===== src/rtl/seq_combo_lock.sv =====
// seq_combo_lock: multi-stage one-hot keypad combination lock with fail lockout and override.
// Define COMBO_LOCK_PROG_EN to add a combination register that is writable while the lock is open.
module seq_combo_lock #(
  parameter int unsigned                 DIGITS         = 4,
  parameter int unsigned                 STAGES         = 3,
  parameter logic [STAGES*DIGITS*4-1:0]  COMBO          = 48'h2730_0000_2730,
  parameter int unsigned                 MAX_FAILS      = 3,
  parameter int unsigned                 LOCKOUT_CYCLES = 16,
  parameter int unsigned                 OPEN_CYCLES    = 8
) (
  input  logic                               clk,
  input  logic                               rst,
  input  logic [DIGITS*10-1:0]               digits,
  input  logic                               digits_valid,
  input  logic                               override,
`ifdef COMBO_LOCK_PROG_EN
  input  logic                               prog_we,
  input  logic [STAGES*DIGITS*4-1:0]         prog_combo,
`endif
  output logic                               open,
  output logic                               locked_out,
  output logic [$clog2(STAGES+1)-1:0]        stage,
  output logic [$clog2(MAX_FAILS+1)-1:0]     fail_cnt
);

  localparam int unsigned COMBO_W = STAGES * DIGITS * 4;
  localparam int unsigned STAGE_W = $clog2(STAGES + 1);
  localparam int unsigned FAIL_W  = $clog2(MAX_FAILS + 1);
  localparam int unsigned TMAX    = (OPEN_CYCLES > LOCKOUT_CYCLES) ? OPEN_CYCLES : LOCKOUT_CYCLES;
  localparam int unsigned TIMER_W = $clog2(TMAX + 1);

  localparam logic [1:0] IDLE    = 2'd0;
  localparam logic [1:0] COLLECT = 2'd1;
  localparam logic [1:0] OPEN    = 2'd2;
  localparam logic [1:0] LOCKOUT = 2'd3;

  logic [1:0]         state, state_d;
  logic [STAGE_W-1:0] stage_d;
  logic [FAIL_W-1:0]  fail_d, fail_inc;
  logic [TIMER_W-1:0] timer, timer_d, timer_inc;
  logic [COMBO_W-1:0] combo;
  logic [9:0]         want;
  logic               entry_ok_c;

`ifdef COMBO_LOCK_PROG_EN
  // Stored combination; only rewritable while the lock is released.
  always_ff @(posedge clk or negedge rst) begin
    if (!rst) combo <= COMBO;
    else if (prog_we && open) combo <= prog_combo;
  end
`else
  assign combo = COMBO;
`endif

  // Each field must equal the one-hot image of the expected digit; non-decimal digits never match.
  always_comb begin
    entry_ok_c = 1'b1;
    want       = '0;
    for (int unsigned d = 0; d < DIGITS; d++) begin
      want = 10'(1) << combo[(32'(stage) * DIGITS + d) * 4 +: 4];
      if ((digits[d*10 +: 10] != want) || (want == '0)) entry_ok_c = 1'b0;
    end
  end

  assign fail_inc  = fail_cnt + FAIL_W'(1);
  assign timer_inc = (timer == TIMER_W'(TMAX)) ? timer : timer + TIMER_W'(1);

  always_comb begin
    state_d = state;
    stage_d = stage;
    fail_d  = fail_cnt;
    timer_d = timer;
    if (override) begin
      state_d = OPEN;
      stage_d = '0;
      fail_d  = '0;
      timer_d = '0;
    end else begin
      case (state)
        IDLE, COLLECT: begin
          if (digits_valid) begin
            if (entry_ok_c) begin
              if (stage == STAGE_W'(STAGES - 1)) begin
                state_d = OPEN;
                stage_d = '0;
                fail_d  = '0;
                timer_d = '0;
              end else begin
                state_d = COLLECT;
                stage_d = stage + STAGE_W'(1);
              end
            end else begin
              // A wrong entry only restarts; it is not re-checked against stage 0.
              stage_d = '0;
              fail_d  = fail_inc;
              timer_d = '0;
              state_d = (fail_inc == FAIL_W'(MAX_FAILS)) ? LOCKOUT : IDLE;
            end
          end
        end
        OPEN: begin
          if (timer == TIMER_W'(OPEN_CYCLES - 1)) begin
            state_d = IDLE;
            timer_d = '0;
          end else begin
            timer_d = timer_inc;
          end
        end
        LOCKOUT: begin
          if (timer == TIMER_W'(LOCKOUT_CYCLES - 1)) begin
            state_d = IDLE;
            timer_d = '0;
            fail_d  = '0;
          end else begin
            timer_d = timer_inc;
          end
        end
        default: state_d = IDLE;
      endcase
    end
  end

  always_ff @(posedge clk or negedge rst) begin
    if (!rst) begin
      state      <= IDLE;
      stage      <= '0;
      fail_cnt   <= '0;
      timer      <= '0;
      open       <= 1'b0;
      locked_out <= 1'b0;
    end else begin
      state      <= state_d;
      stage      <= stage_d;
      fail_cnt   <= fail_d;
      timer      <= timer_d;
      open       <= (state_d == OPEN);
      locked_out <= (state_d == LOCKOUT);
    end
  end

endmodule


===== config.mk =====
export PLATFORM = sky130hd
export DESIGN_NAME = seq_combo_lock
export DESIGN_NICKNAME = d
export VERILOG_FILES = /design/src/rtl/seq_combo_lock.sv
export SDC_FILE = /design/constraint.sdc
export NUM_CORES = 1
export LEC_CHECK = 0
export BUFFER_PORTS_ARGS = -buffer_cell sky130_fd_sc_hd__buf_2
export CELL_PAD_IN_SITES_DETAIL_PLACEMENT = 1
export CELL_PAD_IN_SITES_GLOBAL_PLACEMENT = 1
export CORE_MARGIN = 3
export CORE_UTILIZATION = 31
export CTS_BUF_LIST = sky130_fd_sc_hd__clkbuf_16
export DETAILED_ROUTE_END_ITERATION = 10
export GPL_TIMING_DRIVEN = 0
export PLACE_DENSITY = 0.82
export SLEW_MARGIN = 20
export SYNTH_ARGS = -nofsm -noshare
export SYNTH_HDL_FRONTEND = slang
export SYNTH_SLANG_ARGS = --single-unit

===== constraint.sdc =====
create_clock -name clk -period 2.41 [get_ports clk]
set_input_delay 0.1205 -clock clk [delete_from_list [all_inputs] [get_ports clk]]
set_output_delay 0.1205 -clock clk [all_outputs]
set_load 0.02 [all_outputs]

==> results.json, run 1 <==
{
  "hold_viol": 0,
  "yosysSeqAreaShare_pct": 35.52,
  "max_cap_violations": 0,
  "gr-max-usage-layer": "met2",
  "synth_edf_count": 0,
  "ys.warnings.count": 0,
  "syn_area_per_cell_um2": 9.159,
  "nets": 203,
  "grt_pass1_vias": 1044,
  "power_frac_comb_pct": 19.0,
  "outcome": "finished, final reports clean",
  "critical_path_depth": 10,
  "timing.final.ws_setup_ns": 0.2003,
  "critical_path.endpoint": "timer[3]",
  "crit_family": "simple AND/OR/NAND/NOR gates",
  "cp_max_fo": 6,
  "yosysMostFrequentCell": "dfrtp_1",
  "area.growth.synth_to_final_pct": 40.71,
  "overflow": 0,
  "seqPwrFrac_pct": 38.3,
  "firstDrtPassIters": 4,
  "cts_made_buffers": 3,
  "holdCritPathClass": "input port to register",
  "grt_max_degree": 14,
  "synth_area_leaders": "dfrtp_1 (36%), ha_1 (5.5%), nor2b_1 (4.1%)",
  "core_area_um2": 2781,
  "antenna_found_initial": 0,
  "p_leak_nw": 0.5979,
  "slowest_stage": "dfrtp_1",
  "reg2reg_depth": 10,
  "power.internal_uw": 533.1,
  "grtUsageMet2_pct": 32.56,
  "min_period_ns": 2.210,
  "insertion_delay_ns": 0.24,
  "maxSlewViolCount": 0,
  "grt_use_met3_pct": 3.191,
  "reg2reg_slack_ns": 0.20,
  "worst_slew_pin_slew_ns": 0.4252,
  "skew_ns": 0.002746,
  "dieArea_um2": 3643,
  "cts-root-buf": "clkbuf_16",
  "setup_tns_ns": 0,
  "grt_pass1_wl_um": 4629,
  "grtUsageTotal_pct": 16.92,
  "cts_max_level": 1,
  "worstPathArrival_ns": 2.39,
  "switching_share_pct": 25.83,
  "synth_top_area_share_pct": 35.52,
  "post_dp_cell_area_um2": 1200,
  "use_met1_pct": 18.68,
  "fin_util_pct": 46.33,
  "max_stage_delay_ns": 0.43,
  "viasPerCell": 5.449,
  "pre_cts_ws_ns": 0.1908,
  "clockPowerShare_pct": 42.6,
  "cts_sinks": 13,
  "fp.dieW_um": 60.36,
  "cts.clk_slew.worst_paths_ns": 0.04,
  "holdWs_ns": 0.1432,
  "path_cells": "ha_1 > and3_1 > ha_1 > nand2_1 > o211a_1 > and3_1 > clkbuf_1 > nand4_1 > o21ai_0 > a21o_1",
  "critPathBufInv": 1,
  "drc_errors": 0,
  "cts_tree": "yes",
  "synth_ff_type": "dfrtp_1",
  "async_flop_share_pct": 100.0,
  "wirelength_um": 2860,
  "crit_type": "register to register",
  "timing.rr.end": "timer[3]",
  "rows": 19,
  "vias": 1008,
  "slew-limit-headroom_pct": 71.60,
  "synth_cell_types": 38,
  "required_ns": 2.59,
  "postSynthCellCount": 100,
  "globalplace.congestion": 0.7407,
  "cp-start-kind": "register",
  "ys_seq_elements": 13,
  "pin_count": 50,
  "dr.first_iter.drc_count": 9,
  "cp-end-kind": "register",
  "period_share_pct": 91.69,
  "yosysTopAreaCell": "dfrtp_1",
  "wire_per_inst_um": 15.46,
  "vdd_drop_max_uv": 483.0,
  "syn-cell-area_um2": 915.9,
  "layout-drive-gt1-share_pct": 40.91,
  "max_freq_mhz": 452.5,
  "crit_start": "timer[0]",
  "diodes": 0,
  "synth_top_cells_by_count": "dfrtp_1 (13), nand2_1 (8), o21ai_0 (7)",
  "rr_startpoint": "timer[0]",
  "antenna_left": 0,
  "p_switching_uw": 185.7,
  "synth_nets": 148,
  "rsz0062_at_grt": "false",
  "die_h_um": 60.36,
  "clock_path_buffers": 2,
  "final-setup-viol-count": 0,
  "floorplan.initialDensity_pct": 32.93,
  "hpwlAfterDp_um": 2443,
  "io_buffers": 49,
  "p_per_area_nw_per_um2": 557.8,
  "design_area_um2": 1289
}
==> cells in the final DEF, fill, tap and decap left out, drive strengths merged, types with 2 or more instances in the layout <==
cell,count
buf,49
dfrtp,13
nand2,8
inv,7
o21ai,7
nor4,7
nor2b,6
a21oi,5
nand3,4
nor2,4
nand4,4
ha,4
clkbuf,4
and3,2
nand3b,2
a211oi,2
o211ai,2
nor3,2
a22o,2
or4,2
==> power by group through the flow <==
| stage | sequential [mW] | clock, mW | combinational [mW] |
|---|---|---|---|
| after floorplan | 0.271 | 0 | 0.0749 |
| final | 0.276 | 0.306 | 0.137 |
| after global routing | 0.281 | 0.325 | 0.158 |
| after global placement | 0.275 | 0 | 0.131 |
| after detailed placement | 0.279 | 0 | 0.137 |
| after CTS | 0.276 | 0.311 | 0.140 |
==> worst reg2reg max path: stages (launching register included) <==
cell and delay [ns]:
dfrtp_1 0.43, ha_1 0.26, and3_1 0.19, ha_1 0.21, nand2_1 0.11, o211a_1 0.17
and3_1 0.15, clkbuf_1 0.23, nand4_1 0.12, o21ai_0 0.18, a21o_1 0.10
==> state kept, by name (all words and copies together) (netlist names) <==
register    cells
fail_cnt        2
state           2
open            1
timer           5
locked_out      1
stage           2
==> logic make-up after synthesis <==
group           after synthesis  synth area share [%]
simple gates                 49                 34.29
fa+ha+maj                     4                 5.465
flops                        13                 35.52
compound gates               27                 21.86
buf+inv                       7                 2.868
==> layer usage <==
layer / up-vias / wire [µm]
li1: 497 / -
met1: 499 / 1143
met2: 10 / 1633
met3: 2 / 58
met4: 0 / 25
met5: - / 0
==> cell type report <==
cell class                 instances  area [µm²]
clock inverter                     1       3.754
buffer                             1       3.754
sequential                        13       325.3
fill                             363        1493
tap                               31       38.79
clock buffer                       3       75.07
timing repair buffer              50       255.2
multi-input combinational         80       564.3
inverter                           6       22.52
==> worst min-delay path by stage <==
stage	from	to	cells after the start
2_1_floorplan	rst	fail_cnt[0]	0
3_3_place_gp	rst	timer[2]	1
3_5_place_dp	rst	timer[4]	1
4_1_cts	override	stage[0]	2
5_1_grt	override	stage[0]	2
6_report	override	stage[0]	2
==> metrics by stage <==
stage                     power (mW)  cells
after detailed placement      0.4164    180
after global placement        0.4053    180
after global routing          0.7637    185
final                         0.7188    185
after CTS                     0.7268    185
after floorplan               0.3460    100
==> what timing repair did <==
action                    CTS  global route
hold buffers                1             0
buffers inserted            0             0
gates resized for setup     0             0
hold endpoints to repair   13             0
Note: power is estimated with default switching activity, not from simulation.
==> run 2, diff against run 1 <==
- CORE_UTILIZATION: 31 -> 25
- PLACE_DENSITY: 0.82 -> 0.69
==> run 2 against run 1 <==
  * Sequential power barely moved
  * Non-clock buffer count fell by 1
  * Clock-buffer cell count did not move
  * Utilization fell by 8.5 points
==> results.json, run 2 (synthesized netlist as in run 1, its figures left out) <==
{
  "final_common_cell": "buf_2",
  "final_cell_mix": "buf_2 (49), dfrtp_1 (13), nand2_1 (8)",
  "regMostFlops": "timer",
  "skew_ns": 0.002385,
  "hold_viol": 0,
  "dr.first_iter.drc_count": 9,
  "wire_per_inst_um": 13.82,
  "cp_max_fo": 6,
  "crit_type": "register to register",
  "outcome": "finished, final reports clean",
  "slew-limit-headroom_pct": 69.72,
  "holdWs_ns": 0.1424,
  "holdCritPathClass": "input port to register",
  "p_per_area_nw_per_um2": 553.2,
  "cts.clk_slew.worst_paths_ns": 0.05,
  "min_path_cells": 2,
  "multi_input_area_um2": 564.3,
  "critPathBufInv": 0,
  "rsz0062_at_grt": "false",
  "required_ns": 2.59,
  "antenna_left": 0,
  "largest_register_ffs": 5,
  "worstPathArrival_ns": 2.27,
  "insertion_delay_ns": 0.24,
  "max_cap_violations": 0,
  "min_from": "override",
  "timing.rr.end": "locked_out",
  "reg2reg_depth": 8,
  "setup_tns_ns": 0,
  "globalplace.congestion": 0.7852,
  "finalPower_uw": 721.2,
  "floorplan.initialDensity_pct": 26.61,
  "die_h_um": 66.53,
  "p_switching_uw": 187.9,
  "final-setup-viol-count": 0,
  "rows": 21,
  "layout-drive-gt1-share_pct": 41.18,
  "cts_tree": "yes",
  "cts_resized": 0,
  "final_cells": 199,
  "pin_count": 50,
  "fp.dieW_um": 66.53,
  "io_buffers": 49,
  "fill_cells": 436,
  "diodes": 0,
  "wirelength_um": 2751,
  "drc_errors": 0,
  "grtUsageTotal_pct": 14.18,
  "max_freq_mhz": 479.2,
  "switching_share_pct": 26.06,
  "p_leak_nw": 0.5967,
  "reg2reg_slack_ns": 0.32,
  "vias": 982,
  "seqPwrFrac_pct": 38.1,
  "cp-start-kind": "register",
  "overflow": 0,
  "rr_startpoint": "timer[0]",
  "period_share_pct": 86.60,
  "clock_path_buffers": 2,
  "grt_pass1_vias": 1059,
  "maxSlewViolCount": 0,
  "placed_cells": 195,
  "grt_pass1_wl_um": 4761,
  "cts_made_buffers": 3,
  "cts-root-buf": "clkbuf_16",
  "max_stage_delay_ns": 0.43,
  "regArea_um2": 325.3,
  "core_area_um2": 3442,
  "cp-end-kind": "register",
  "vdd_drop_max_uv": 222.0,
  "cts_max_level": 1,
  "clockPowerShare_pct": 43.5,
  "hpwlAfterDp_um": 2297,
  "viasPerCell": 4.935,
  "hold_end": "stage[0]",
  "min_period_ns": 2.087,
  "crit_family": "compound AO/OA/AOI/OAI gates",
  "power.internal_uw": 533.3,
  "grt_max_degree": 14,
  "antenna_found_initial": 0,
  "dieArea_um2": 4426,
  "worst_slew_pin_slew_ns": 0.4533,
  "path_cells": "ha_1 > and3_1 > ha_1 > o21ai_0 > nand3_1 > a31o_2 > o21ai_0 > and2_1",
  "cts_sinks": 13,
  "area.growth.synth_to_final_pct": 42.35,
  "nets": 202,
  "firstDrtPassIters": 4,
  "fin_util_pct": 37.88,
  "slowest_stage": "dfrtp_1",
  "crit_start": "timer[0]",
  "power_frac_comb_pct": 18.4
}
[run 2: cell types whose count changed in the layout (fill, tap and decap cells not counted), sizes merged]
cell    delta
clkbuf     -1
[run 2: metal layers]
metal	share of wire, %	global-route usage (%)	up-vias
met5	0	0	-
met2	55	24.78	10
met1	42	17.15	472
li1	-	-	496
met3	1.7	2.024	4
met4	1.1	6.091	0
[run 2: what timing repair did]
item                                    4_1_cts  5_1_grt
hold endpoints to repair                     13        0
endpoints found under the setup margin        0        1
buffers inserted                              0        0
hold buffers                                  1        0
[run 2: how the worst max path moves through the flow]
stage                 endpoint  slack (ns)  depth (start not counted)
detailed placement    timer[3]        0.22                         10
floorplan             timer[2]        0.40                          8
global placement      timer[3]        0.27                         10
finish              locked_out        0.32                          8
CTS                   timer[3]        0.21                         10
global route          timer[2]        0.05                          6
[run 2: worst reg2reg max path, stage by stage, from the launching register on]
cell	delay, ns
dfrtp_1	0.43
ha_1	0.26
and3_1	0.20
ha_1	0.21
o21ai_0	0.17
nand3_1	0.09
a31o_2	0.21
o21ai_0	0.28
and2_1	0.17
[run 2: layout make-up]
class	count	share of cell area (%)
Clock buffer	3	5.758
Clock inverter	1	0.2879
Inverter	6	1.727
Multi-Input combinational cell	80	43.28
Sequential cell	13	24.95
Tap cell	46	4.415
Timing Repair Buffer	50	19.58
[run 2: through the flow]
step                      setup WS (ns)  instance area (µm²)
after floorplan                  0.4031                915.9
after global placement           0.2701                 1219
after detailed placement         0.2187                 1219
after CTS                        0.2064                 1308
after global routing            0.05177                 1304
final                            0.3230                 1304
[run 2: power groups by stage]
stage                     clock (mW)  sequential (mW)  combinational [mW]
after global routing           0.332            0.280               0.155
after global placement             0            0.276               0.131
final                          0.313            0.275               0.133
after floorplan                    0            0.271              0.0749
after CTS                      0.325            0.275               0.137
after detailed placement           0            0.278               0.135
==> run 3, diff against run 2 <==
- CELL_PAD_IN_SITES_GLOBAL_PLACEMENT: 1 -> 2
- CORE_ASPECT_RATIO: default -> 1.1
- CORE_UTILIZATION: 25 -> 24
- PLACE_DENSITY: 0.69 -> 0.82
==> run 3 against run 2 <==
  * Clock skew down 0.0018 ns
  * Maximum frequency is 6.1% lower
  * Utilization decreased by 0.40 points
  * Largest power group unchanged
  * Highest routed layer unchanged
==> results.json, run 3 (synthesized netlist as in run 1, its figures left out) <==
{
  "outcome": "finished, final reports clean",
  "grt_max_degree": 14,
  "period_share_pct": 92.27,
  "setup_tns_ns": 0,
  "cp-end-kind": "register",
  "power_frac_comb_pct": 18.7,
  "clockPowerShare_pct": 43.4,
  "required_ns": 2.59,
  "postCtsSetupBuffers": 0,
  "reg2reg_depth": 10,
  "reg2reg_slack_ns": 0.19,
  "overflow": 0,
  "cts_sinks": 13,
  "pin_count": 50,
  "max_freq_mhz": 449.7,
  "rows": 22,
  "maxSlewViolCount": 0,
  "p_switching_uw": 185.5,
  "clock_path_buffers": 2,
  "critical_path_depth": 10,
  "critPathBufInv": 1,
  "worstPathArrival_ns": 2.41,
  "crit_type": "register to register",
  "vias": 1011,
  "cts_resized": 0,
  "max_stage_delay_ns": 0.42,
  "p_per_area_nw_per_um2": 549.1,
  "layout-drive-gt1-share_pct": 40.91,
  "post_dp_cell_area_um2": 1221,
  "final_cell_mix": "buf_2 (49), dfrtp_1 (13), nand2_1 (8)",
  "drc_errors": 0,
  "skew_ns": 0.0005936,
  "regMostFlops": "timer",
  "max_cap_violations": 0,
  "cp-start-kind": "register",
  "cp_max_fo": 6,
  "power.internal_uw": 533.9,
  "seqPwrFrac_pct": 37.9,
  "area.growth.synth_to_final_pct": 43.03,
  "crit_family": "simple AND/OR/NAND/NOR gates",
  "wire_per_inst_um": 14.32,
  "cts.clk_slew.worst_paths_ns": 0.04,
  "io_buffers": 49,
  "final_common_cell": "buf_2",
  "cts_max_level": 1,
  "nets": 203,
  "worst_slew_pin_slew_ns": 0.4777,
  "crit_start": "timer[0]",
  "final-setup-viol-count": 0,
  "grtUsageTotal_pct": 13.44,
  "fill_cells": 459,
  "grt_pass1_vias": 1022,
  "holdCritPathClass": "input port to register",
  "core_area_um2": 3496,
  "firstDrtPassIters": 4,
  "timing.rr.end": "timer[3]",
  "wirelength_um": 2893,
  "rsz0062_at_grt": "false",
  "cts_tree": "yes",
  "min_path_cells": 2,
  "fp.dieW_um": 64.90,
  "dr.first_iter.drc_count": 22,
  "globalplace.congestion": 0.7387,
  "antenna_left": 0,
  "cts-root-buf": "clkbuf_16",
  "insertion_delay_ns": 0.24,
  "min_period_ns": 2.224,
  "largest_register_ffs": 5,
  "die_h_um": 70.79,
  "design_area_um2": 1310,
  "viasPerCell": 5.005,
  "critical_path.endpoint": "timer[3]",
  "vdd_drop_max_uv": 225.4,
  "p_leak_nw": 0.5979,
  "floorplan.initialDensity_pct": 26.20,
  "placed_cells": 197,
  "slew-limit-headroom_pct": 68.09,
  "path_cells": "ha_1 > and3_1 > ha_1 > nand2_1 > o211a_1 > and3_1 > clkbuf_1 > nand4_1 > o21ai_0 > a21o_1",
  "hpwlAfterDp_um": 2378,
  "rr_startpoint": "timer[0]",
  "switching_share_pct": 25.79,
  "slowest_stage": "dfrtp_1",
  "final_cells": 202,
  "dieArea_um2": 4594,
  "multi_input_area_um2": 564.3,
  "grt_pass1_wl_um": 4740,
  "regArea_um2": 325.3,
  "hold_viol": 0,
  "cts_made_buffers": 3,
  "antenna_found_initial": 0,
  "diodes": 0
}
-- run 3: worst reg2reg max path, delay by kind of cell, from the launching register on --
family	cells	cell delay (ns)
and+or+nand+nor	4	0.59
buffers and inverters	1	0.24
DFF	1	0.42
AOI/OAI and AO/OA	3	0.44
adders and majority gates	2	0.47
-- run 3: per-layer routing --
layer	share of wire, %	vias up	global-route usage [%]
li1	-	496	-
met2	55	19	23.52
met5	0	-	0
met1	39	492	15.41
met3	3.4	4	2.857
met4	2.2	0	6.338
-- run 3: stage by stage --
stage / hold slack [ns] / worst slack [ns] / total power [mW] / util (%)
6_report: 0.1373 / 0.1863 / 0.7194 / 37.47
5_1_grt: 0.1616 / 0.01807 / 0.7592 / 37.47
4_1_cts: 0.1351 / 0.1700 / 0.7306 / 37.47
3_5_place_dp: 0.03178 / 0.1997 / 0.4114 / 34.93
3_3_place_gp: 0.02199 / 0.2712 / 0.4071 / 34.93
2_1_floorplan: -0.1751 / 0.4031 / 0.3460 / -
-- run 3: timing repair --
| action | 4_1_cts | 5_1_grt |
|---|---|---|
| hold buffers | 1 | 0 |
| endpoints found under the hold margin | 13 | 0 |
| endpoints found under the setup margin | 0 | 0 |
-- run 3: cell type report --
class	instances	share of cell area, %
Buffer	1	0.2865
Clock buffer	3	5.731
Clock inverter	1	0.2865
Inverter	6	1.719
Multi-Input combinational cell	80	43.08
Sequential cell	13	24.83
Tap cell	48	4.585
Timing Repair Buffer	50	19.48
-- run 3: how the worst min path moves through the flow --
stage	startpoint	end	slack [ns]
2_1_floorplan	rst	fail_cnt[0]	-0.18
3_3_place_gp	rst	timer[2]	0.02
3_5_place_dp	rst	timer[2]	0.03
4_1_cts	override	stage[1]	0.14
5_1_grt	override	stage[1]	0.16
6_report	override	stage[1]	0.14
-- run 3: power groups by stage --
stage	clock network, mW	registers (mW)	logic (mW)
finish	0.312	0.273	0.134
global route	0.325	0.279	0.155
CTS	0.320	0.273	0.137
detailed placement	0	0.276	0.136
global placement	0	0.276	0.132
floorplan	0	0.271	0.0749
